[config.mk]
export PLATFORM = sky130hd
export DESIGN_NAME = maf_final_adder
export DESIGN_NICKNAME = d
export VERILOG_FILES = /design/src/rtl/maf_final_adder.sv
export SDC_FILE = /design/constraint.sdc
export NUM_CORES = 1
export LEC_CHECK = 0
export ABC_CLOCK_PERIOD_IN_PS = 12300
export CORE_ASPECT_RATIO = 1.25
export CORE_MARGIN = 1
export CORE_UTILIZATION = 46
export DETAILED_ROUTE_END_ITERATION = 8
export GPL_TIMING_DRIVEN = 0
export PLACE_DENSITY = 0.81
export SLEW_MARGIN = 20
export SYNTH_ARGS = -nofsm -noshare
export SYNTH_HDL_FRONTEND = slang
export SYNTH_SLANG_ARGS = --single-unit
[constraint.sdc]
create_clock -name clk -period 12.3 [get_ports clk]
set_input_delay 1.23 -clock clk [delete_from_list [all_inputs] [get_ports clk]]
set_output_delay 1.23 -clock clk [all_outputs]
set_load 0.005 [all_outputs]
[src/rtl/maf_final_adder.sv]
// Final carry-propagate adder for a multiply-add datapath: resolves the CSA tree's
// redundant sum/carry pair into a WIDTH-bit product plus overflow bit over two stages.
module maf_final_adder #(
    parameter int WIDTH = 64
) (
    input  logic             clk,
    input  logic             rst,
    input  logic             in_valid,
    output logic             in_ready,
    input  logic [WIDTH-1:0] sum_in,
    input  logic [WIDTH-1:0] carry_in,
    output logic             out_valid,
    input  logic             out_ready,
    output logic [WIDTH-1:0] prod_out,
    output logic             cout_out
);

    localparam int HALF = WIDTH / 2;

    logic            r_s1_valid;
    logic [HALF-1:0] r_s1_lo_sum;
    logic            r_s1_lo_cout;
    logic [HALF-1:0] r_s1_sum_hi;
    logic [HALF:0]   r_s1_carry_hi;

    logic             r_s2_valid;
    logic [WIDTH-1:0] r_prod;
    logic             r_cout;

    logic          w_accept;
    logic          w_s1_advance;
    logic          w_out_fire;
    logic [HALF:0] w_lo_add;
    logic [HALF:0] w_hi_add;

    // Carry vector is unshifted, so its bit HALF-1 lands at weight 2^HALF and
    // seeds the high half; its MSB lands at weight 2^WIDTH and feeds cout.
    assign w_lo_add = {1'b0, sum_in[HALF-1:0]} + {1'b0, carry_in[HALF-2:0], 1'b0};
    assign w_hi_add = {1'b0, r_s1_sum_hi} + r_s1_carry_hi + {{HALF{1'b0}}, r_s1_lo_cout};

    assign w_out_fire   = r_s2_valid && out_ready;
    assign w_s1_advance = r_s1_valid && (!r_s2_valid || out_ready);
    assign in_ready     = !r_s1_valid || !r_s2_valid || out_ready;
    assign w_accept     = in_valid && in_ready;

    always_ff @(posedge clk or posedge rst) begin
        if (rst) begin
            r_s1_valid    <= 1'b0;
            r_s1_lo_sum   <= '0;
            r_s1_lo_cout  <= 1'b0;
            r_s1_sum_hi   <= '0;
            r_s1_carry_hi <= '0;
        end else if (w_accept) begin
            r_s1_valid    <= 1'b1;
            r_s1_lo_sum   <= w_lo_add[HALF-1:0];
            r_s1_lo_cout  <= w_lo_add[HALF];
            r_s1_sum_hi   <= sum_in[WIDTH-1:HALF];
            r_s1_carry_hi <= carry_in[WIDTH-1:HALF-1];
        end else if (w_s1_advance) begin
            r_s1_valid <= 1'b0;
        end
    end

    // Data registers hold across stalls, which keeps the output stable under backpressure.
    always_ff @(posedge clk or posedge rst) begin
        if (rst) begin
            r_s2_valid <= 1'b0;
            r_prod     <= '0;
            r_cout     <= 1'b0;
        end else if (w_s1_advance) begin
            r_s2_valid <= 1'b1;
            r_prod     <= {w_hi_add[HALF-1:0], r_s1_lo_sum};
            r_cout     <= w_hi_add[HALF];
        end else if (w_out_fire) begin
            r_s2_valid <= 1'b0;
        end
    end

    assign out_valid = r_s2_valid;
    assign prod_out  = r_prod;
    assign cout_out  = r_cout;

endmodule
== Word level (Yosys, flattened, before mapping) ==
Cells that the tools add are included.
W data, S select, Z words.

* Reduce and logical (&&, ||, !) cells: 10
* Bitwise logic cells: 0
* Equal/unequal tests: 0
* Shifts and indexed selects: 0
* $mul: 0
* $add $sub $neg: 3
* Mux-type cells: 4
* Divide/modulo/power cells: 0
* $lt $le $gt $ge: 0

{| class="wikitable"
|+ Operator list
! operator !! number
|-
| $add A32 B32 Y33 || 1
|-
| $add A32 B33 Y33 || 1
|-
| $add A33 B1 Y33 || 1
|-
| $mux W1 || 4
|-
| $reduce_bool A2 Y1 || 2
|-
| $logic_and A1 B1 Y1 || 3
|-
| $logic_or A1 B1 Y1 || 3
|-
| $logic_not A1 Y1 || 2
|}

* Memory bits (writable): 0
* Output and inout port bits: 67
* ROM bits: 0
* Bits in latches: 0
* Register bits after elaboration: 165
* Memories kept: 0
* Word-level logic and storage cells: 25

== Logic depth before layout (Yosys ltp) ==
Gate-level depths: netlist of the first run.

* Depth in word-level cells: 5
* Depth in mapped cells: 10
* Depth with buffers taken out: 10

== Least setup slack after synthesis of the first run ==
No wires, ideal clock.

* Path kind: input -> register
* Start: in sum_in[13]
* End: reg r_s1_lo_sum[30]
* Path buffers: 0
* Path slack: 8.966 ns
* Required time: 12.180 ns
* Data arrival time: 3.214 ns
* Stages: 9
* Cell sequence: ha_1 > a21o_1 > a21o_1 > a21oi_1 > o211ai_1 > a221oi_1 > a21boi_0 > or3_1 > a31o_2

* Cells in the longest elaborated chain, start to end: 1

{| class="wikitable"
|+ Ends and longest elaborated chain
! item !! line !! source
|-
| start: declaration || 10 || <nowiki>input logic [WIDTH-1:0] sum_in,</nowiki>
|-
| $add A32 B32 Y33 || 38 || <nowiki>assign w_lo_add = {1'b0, sum_in[HALF-1:0]} + {1'b0, carry_in[HALF-2:0], 1'b0};</nowiki>
|-
| end signal: assignment || 55 || <nowiki>r_s1_lo_sum <= w_lo_add[HALF-1:0];</nowiki>
|-
| end: declaration || 21 || <nowiki>logic [HALF-1:0] r_s1_lo_sum;</nowiki>
|}

Every way passes these cells.
A chain may end at the register's enable or synchronous reset.

== Worst setup path after layout of the first run ==
* Start: reg r_s1_lo_cout
* End: reg r_prod[54] (netlist: prod_out[54])

* Cells in the longest elaborated chain, start to end: 1

{| class="wikitable"
|+ Ends and longest elaborated chain
! item !! line !! source
|-
| start: declaration || 22 || <nowiki>logic r_s1_lo_cout;</nowiki>
|-
| start signal: assignment || 56 || <nowiki>r_s1_lo_cout <= w_lo_add[HALF];</nowiki>
|-
| $add A33 B1 Y33 || 39 || <nowiki>assign w_hi_add = {1'b0, r_s1_sum_hi} + r_s1_carry_hi + {{HALF{1'b0}}, r_s1_lo_cout};</nowiki>
|-
| end signal: assignment || 72 || <nowiki>r_prod <= {w_hi_add[HALF-1:0], r_s1_lo_sum};</nowiki>
|-
| end: declaration || 27 || <nowiki>logic [WIDTH-1:0] r_prod;</nowiki>
|}

Every way passes these cells.

==> impl_metrics.env, run 1 <==
export IMPL_status="finished, final reports clean"
export IMPL_post_drt_wl_per_cell_um=15.7
export IMPL_cp_start_kind="flip-flop"
export IMPL_initial_core_util_pct=47.3
export IMPL_min_delay_start="r_s1_lo_sum[30]"
export IMPL_rows=57
export IMPL_rrSetupSlack_ns=8.42
export IMPL_holdWs_ns=0.465
export IMPL_nNetsFinal=1507
export IMPL_clock_root_buffer="clkbuf_16"
export IMPL_hold_end="prod_out[30]"
export IMPL_synthCells=1092
export IMPL_drt_initial_drc_count=479
export IMPL_holdPathStages=2
export IMPL_dieArea_sq_um=20700
export IMPL_fillCellCount=1695
export IMPL_p_leak_nw=5.79
export IMPL_die_h_um=160
export IMPL_clk_latency_ns=0.42
export IMPL_dp_hpwl_um=18800
export IMPL_cts_tree="yes"
export IMPL_synth_edf_count=0
export IMPL_clk_pin_slew_ns=0.06
export IMPL_synth_top_family_by_area="simple AND/OR/NAND/NOR gates"
export IMPL_antenna_found_initial=3
export IMPL_synthAdderAreaFrac_pct=9.05
export IMPL_hp_class="flip-flop to flip-flop"
export IMPL_gp_congestion=0.922
export IMPL_drc=0
export IMPL_drv_cap=0
export IMPL_setup_viol=0
export IMPL_yosysSeqAreaShare_pct=44.7
export IMPL_grt_pass1_wl_um=41100
export IMPL_cp_max_fo=5
export IMPL_synth_seq_cells=165
export IMPL_ys_flop_type="dfrtp_1"
export IMPL_drtPass1Iterations=5
export IMPL_synth_compound_area_share_pct=17.3
export IMPL_slew_limit_headroom_pct=33.1
export IMPL_endpoint_kind="flip-flop"
export IMPL_track_usage_pct=25.4
export IMPL_critPathKind="flip-flop to flip-flop"
export IMPL_required_ns=12.65
export IMPL_num_vias=8495
export IMPL_yosys_cell_types_count=56
export IMPL_h_tree_depth=4
export IMPL_yosys_area_share_simple_pct=22.3
export IMPL_chipWidth_um=129
export IMPL_synth_common_cells="396 x nand2_1, 165 x dfrtp_1, 76 x o21ai_0, 62 x ha_1, 61 x a21oi_1"
export IMPL_synth_xor_area_share_pct=3.79
export IMPL_portBuffers=198
export IMPL_diodes=0
export IMPL_grt_setup_unrepaired="false"
export IMPL_layout_min_cycle_time_ns=3.88
export IMPL_power_switching_w=0.000622
export IMPL_ys_warn_count=0
export IMPL_peakVddDrop_mv=0.100
export IMPL_holdBufCountCts=0
export IMPL_tightestPinTransition_ns=1.00
export IMPL_synth_top_area_share_pct=44.7
export IMPL_cts_path_max_buffers=2
export IMPL_numClockSinks=165
export IMPL_crit_arrival_ns=4.22
export IMPL_numCtsBuffers=17
export IMPL_internal_power_w=0.00137
export IMPL_antenna_left=0
export IMPL_vias_per_cell=5.35
export IMPL_fp_coreArea_sq_um=19500
export IMPL_drive_gt1_share_pct=3.25
export IMPL_pwr_share_clk_pct=29.7
export IMPL_r2r_end="prod_out[54]"
export IMPL_syn2layout_area_growth_pct=32.5
export IMPL_grt_max_degree=98
export IMPL_synth_top_cells_by_area="dfrtp_1 45%, nand2_1 16%, ha_1 8.4%"
export IMPL_cts_resized=0
export IMPL_instances_no_fill=1587
export IMPL_post_cts_repair_setup_buffers=0
export IMPL_grt_pass1_vias=8522
export IMPL_synthMuxAreaShare_pct=0.217
export IMPL_postSynthAreaPerCell_sq_um=8.46
export IMPL_finalSetupTns_ns=0
export IMPL_final_area_sq_um=12200
export IMPL_reg2reg_depth=10
export IMPL_power_frac_seq_pct=37.6
export IMPL_max_freq_mhz=258
export IMPL_ys_async_sr_fraction_pct=100
export IMPL_power_density_nw_per_um2=162
export IMPL_r2r_start="r_s1_lo_cout"
export IMPL_switching_share_pct=31.3
export IMPL_final_hold_viol_count=0
export IMPL_period_share_pct=31.5
export IMPL_dp_cells=1556
export IMPL_wl_um=24900
export IMPL_p_comb_share_pct=32.7
export IMPL_place_area_sq_um=11600
export IMPL_fin_skew_ns=0.00813
export IMPL_syn_cell_area_sq_um=9240
export IMPL_slew_viol_final=0
export IMPL_overflow=0
export IMPL_syn_num_nets=1289
export IMPL_yosys_area_top_type="dfrtp_1"
export IMPL_pin_count=199
export IMPL_post_synth_top_count_cell="nand2_1"
[cell usage in the layout, fill, tap and decap left out, drive strengths merged, types with 8 or more instances in the layout]
| cell type | instances |
|---|---|
| a21oi | 61 |
| nor2 | 29 |
| inv | 18 |
| clkbuf | 56 |
| xnor2 | 23 |
| a21o | 29 |
| o211ai | 11 |
| a31oi | 10 |
| xor2 | 17 |
| dfrtp | 165 |
| clkdlybuf4s50 | 198 |
| ha | 62 |
| nor3 | 8 |
| a211oi | 11 |
| nand2 | 396 |
| o21bai | 10 |
| nand3 | 18 |
| and3 | 10 |
| nand4 | 9 |
| o31ai | 11 |
| buf | 13 |
| o21ai | 78 |
[power by group through the flow]
| stage | clock network [W] | logic [W] | registers (W) |
|---|---|---|---|
| after floorplan | 0 | 0.000353 | 0.000741 |
| after global placement | 0 | 0.000631 | 0.000756 |
| after detailed placement | 0 | 0.000647 | 0.000755 |
| after CTS | 0.000599 | 0.000652 | 0.000748 |
| after global routing | 0.000619 | 0.000729 | 0.000762 |
| final | 0.000591 | 0.000650 | 0.000748 |
[cell type report]
type	instances	area, sq um	share of cell area (%)
multi-input cells	863	4860	39.7
flip-flops and latches	165	4130	33.7
repair buffers	199	2010	16.4
clock buffers	20	457	3.73
well taps	265	332	2.71
clock inverters	11	198	1.61
plain buffers	48	186	1.52
inverters	16	67.6	0.552
[per-stage QoR]
step                      power [W]  setup slack, ns  util, %
after global placement      0.00139             4.48     59.1
after detailed placement    0.00140             8.07     59.3
after CTS                   0.00200             8.47     62.7
after global routing        0.00211             8.15     62.7
final                       0.00199             8.42     62.7
after floorplan             0.00109             6.61        -
[routing by layer]
metal / up-vias / part of all wire, % / GRT usage, %
met4: 4 / 2.5 / 10.4
li1: 4183 / - / -
met3: 50 / 5.7 / 4.96
met5: - / 0.096 / 0
met1: 3991 / 41 / 30.0
met2: 267 / 51 / 44.6
[registers in the layout, summed over array words and instances, names as in the netlist]
register / flops
r_s1_valid: 1
r_s1_lo_cout: 1
r_s1_sum_hi: 32
r_s1_lo_sum: 32
cout_out: 1
prod_out: 64
out_valid: 1
r_s1_carry_hi: 33
[cells by family (layout without fill, tap and decap cells)]
kind of cell	after synthesis	after routing
mux	2	2
xor+xnor	40	40
compound gates	254	254
buf+inv	64	294
flops	165	165
fa+ha+maj	65	65
simple gates	502	502
[worst max path at each step]
stage	start	endpoint	slack (ns)
3_3_place_gp	rst	r_s1_sum_hi[8]	4.48
3_5_place_dp	sum_in[1]	r_s1_lo_sum[29]	8.07
6_report	r_s1_lo_cout	prod_out[54]	8.42
5_1_grt	r_s1_lo_cout	prod_out[54]	8.15
2_1_floorplan	rst	cout_out	6.61
4_1_cts	r_s1_lo_cout	prod_out[54]	8.47
[critical path: stages, from the launching register on]
cell and delay (ns):
dfrtp_1 0.41, fa_1 0.49, fa_1 0.46, a211oi_1 0.26, o21ai_1 0.14, o31ai_1 0.70
o21ai_0 0.40, a211oi_1 0.48, o41ai_1 0.17, xnor2_1 0.14, o21ai_0 0.14
Note: power is estimated with default switching activity, not from simulation.
==> run 2: changes to the inputs <==
--- a/config.mk
+++ b/config.mk
@@ -5,7 +5,7 @@
 export SDC_FILE = /design/constraint.sdc
 export NUM_CORES = 1
 export LEC_CHECK = 0
-export ABC_CLOCK_PERIOD_IN_PS = 12300
+export ABC_CLOCK_PERIOD_IN_PS = 3820
 export CORE_ASPECT_RATIO = 1.25
 export CORE_MARGIN = 1
 export CORE_UTILIZATION = 46
==> constraint.sdc (replaced) <==
create_clock -name clk -period 3.82 [get_ports clk]
set_input_delay 0.382 -clock clk [delete_from_list [all_inputs] [get_ports clk]]
set_output_delay 0.382 -clock clk [all_outputs]
set_load 0.005 [all_outputs]
==> run 2 against run 1 <==
Against the previous run: clock-buffer cell count shrank 1; via count grew 0.32%; hold slack lost 0.23 ns; largest power group unchanged; utilization grew 0.10 points.
==> impl_metrics.env, run 2 (synthesis results as in run 1) <==
export IMPL_path_delay_family="compound AO/OA/AOI/OAI gates"
export IMPL_chipWidth_um=129
export IMPL_grt_setup_unrepaired="false"
export IMPL_r2r_start="r_s1_lo_cout"
export IMPL_final_hold_viol_count=0
export IMPL_slew_viol_final=0
export IMPL_drv_cap=0
export IMPL_worstSetupStartpoint="r_s1_lo_cout"
export IMPL_syn2layout_area_growth_pct=32.7
export IMPL_drt_initial_drc_count=483
export IMPL_final_core_util_pct=62.8
export IMPL_antenna_left=0
export IMPL_diodes=0
export IMPL_place_area_sq_um=11700
export IMPL_period_share_pct=91.6
export IMPL_power_density_nw_per_um2=511
export IMPL_grt_pass1_vias=8557
export IMPL_numClockSinks=165
export IMPL_multi_input_area_sq_um=4870
export IMPL_vias_per_cell=5.36
export IMPL_max_freq_mhz=286
export IMPL_fp_coreArea_sq_um=19500
export IMPL_tightestPinTransition_ns=0.994
export IMPL_power_frac_seq_pct=38.4
export IMPL_numCtsBuffers=17
export IMPL_endpoint_kind="flip-flop"
export IMPL_critPathKind="flip-flop to flip-flop"
export IMPL_worstPathCellList="fa_1 -> fa_1 -> a211oi_1 -> o21ai_1 -> o31ai_2 -> o21ai_0 -> a211oi_2 -> o41ai_1 -> xnor2_1 -> o21ai_0"
export IMPL_rrSetupSlack_ns=0.32
export IMPL_rows=57
export IMPL_clk_pin_slew_ns=0.07
export IMPL_overflow=0
export IMPL_critPathMaxStageDelay_ns=0.48
export IMPL_post_drt_wl_per_cell_um=15.8
export IMPL_reg2reg_depth=10
export IMPL_grt_pass1_wl_um=40800
export IMPL_seqCellArea_sq_um=4130
export IMPL_fin_skew_ns=0.0105
export IMPL_num_vias=8522
export IMPL_cp_max_fo=5
export IMPL_clock_root_buffer="clkbuf_16"
export IMPL_portBuffers=198
export IMPL_r2r_end="prod_out[54]"
export IMPL_hp_class="primary input to async pin"
export IMPL_layout_common_cells="396 x nand2_1, 198 x clkdlybuf4s50_1, 165 x dfrtp_1, 76 x o21ai_0, 62 x ha_1"
export IMPL_path_buf_inv=0
export IMPL_p_comb_share_pct=33.6
export IMPL_final_area_sq_um=12300
export IMPL_drive_gt1_share_pct=3.62
export IMPL_fillCellCount=1701
export IMPL_critPathSlowestCell="fa_1"
export IMPL_nNetsFinal=1511
export IMPL_cts_path_max_buffers=2
export IMPL_drc=0
export IMPL_setup_viol=0
export IMPL_die_h_um=160
export IMPL_cp_start_kind="flip-flop"
export IMPL_internal_power_w=0.00426
export IMPL_dp_hpwl_um=19300
export IMPL_dieArea_sq_um=20700
export IMPL_layout_min_cycle_time_ns=3.50
export IMPL_track_usage_pct=25.3
export IMPL_final_common_cell="nand2_1"
export IMPL_wl_um=25100
export IMPL_pwr_share_clk_pct=27.9
export IMPL_antenna_found_initial=2
export IMPL_drtPass1Iterations=7
export IMPL_power_switching_w=0.00201
export IMPL_cts_tree="yes"
export IMPL_clk_latency_ns=0.43
export IMPL_gp_congestion=0.898
export IMPL_initial_core_util_pct=47.3
export IMPL_switching_share_pct=32.0
export IMPL_status="finished, final reports clean"
export IMPL_slew_limit_headroom_pct=33.7
export IMPL_p_leak_nw=5.78
export IMPL_largest_reg_flops=64
export IMPL_pin_count=199
export IMPL_grt_max_degree=35
export IMPL_post_cts_repair_setup_buffers=0
export IMPL_peakVddDrop_mv=0.314
export IMPL_required_ns=4.17
export IMPL_crit_arrival_ns=3.85
export IMPL_h_tree_depth=4
run 2: cell types whose count changed in the layout (fill, tap and decap cells not counted), sizes merged:
cell	delta
buf	+4
bufinv	-2
clkbuf	-1
clkinvlp	+3
inv	-1
run 2: through the flow:
step	setup WS [ns]	TNS, ns	total power (W)	cells	hold WS (ns)
after global placement	-0.00585	-0.233	0.00447	1555	0.444
after global routing	0.0991	0	0.00664	1590	0.263
after CTS	0.222	0	0.00629	1590	0.229
after floorplan	0.755	0	0.00352	1092	0.430
final	0.320	0	0.00626	1590	0.233
after detailed placement	-0.0170	-0.0170	0.00453	1560	0.457
run 2: how the worst max path moves through the flow:
| stage | to | cells past startpoint |
|---|---|---|
| finish | prod_out[54] | 10 |
| CTS | prod_out[54] | 10 |
| detailed placement | prod_out[54] | 10 |
| global placement | r_s1_carry_hi[8] | 2 |
| floorplan | prod_out[54] | 10 |
| global route | prod_out[54] | 10 |
run 2: layout make-up:
type / instances / share of cell area, %
Buffer: 48 / 1.52
Clock buffer: 19 / 3.61
Clock inverter: 11 / 1.24
Inverter: 16 / 0.520
Multi-Input combinational cell: 863 / 39.8
Sequential cell: 165 / 33.7
Tap cell: 265 / 2.70
Timing Repair Buffer: 203 / 17.0
run 2: worst reg2reg max path, delay by kind of cell (launching register included):
kind / cells / cell delay, ns
AOI/OAI and AO/OA: 7 / 1.93
xor gates and xnor gates: 1 / 0.13
adders and majority gates: 2 / 0.93
DFF: 1 / 0.42
run 2: power by group through the flow:
stage	logic, W	clock network [W]	registers [W]
2_1_floorplan	0.00114	0	0.00239
3_3_place_gp	0.00204	0	0.00243
3_5_place_dp	0.00209	0	0.00243
4_1_cts	0.00211	0.00178	0.00241
5_1_grt	0.00235	0.00184	0.00245
6_report	0.00211	0.00175	0.00241
run 2: repair_timing:
item                                    in CTS  in global routing
hold buffers                                 0                  0
resized for setup                            1                  1
endpoints found under the setup margin       1                  1
run 2: per-layer routing:
metal | up-vias | global-route usage [%] | part of all wire (%)
met4 | 4 | 10.6 | 3.2
met3 | 63 | 5.26 | 5.4
met2 | 270 | 43.7 | 50
met1 | 3997 | 30.3 | 41
met5 | - | 0 | 0.11
li1 | 4188 | - | -
==> run 3: changes to the inputs <==
--- a/config.mk
+++ b/config.mk
@@ -10,6 +10,7 @@
 export CORE_MARGIN = 1
 export CORE_UTILIZATION = 46
 export DETAILED_ROUTE_END_ITERATION = 8
+export GPL_ROUTABILITY_DRIVEN = 1
 export GPL_TIMING_DRIVEN = 0
 export PLACE_DENSITY = 0.81
 export SLEW_MARGIN = 20
==> results of run 3 <==
Same layout as run 2: the final DEF is identical, and so are final timing and power.
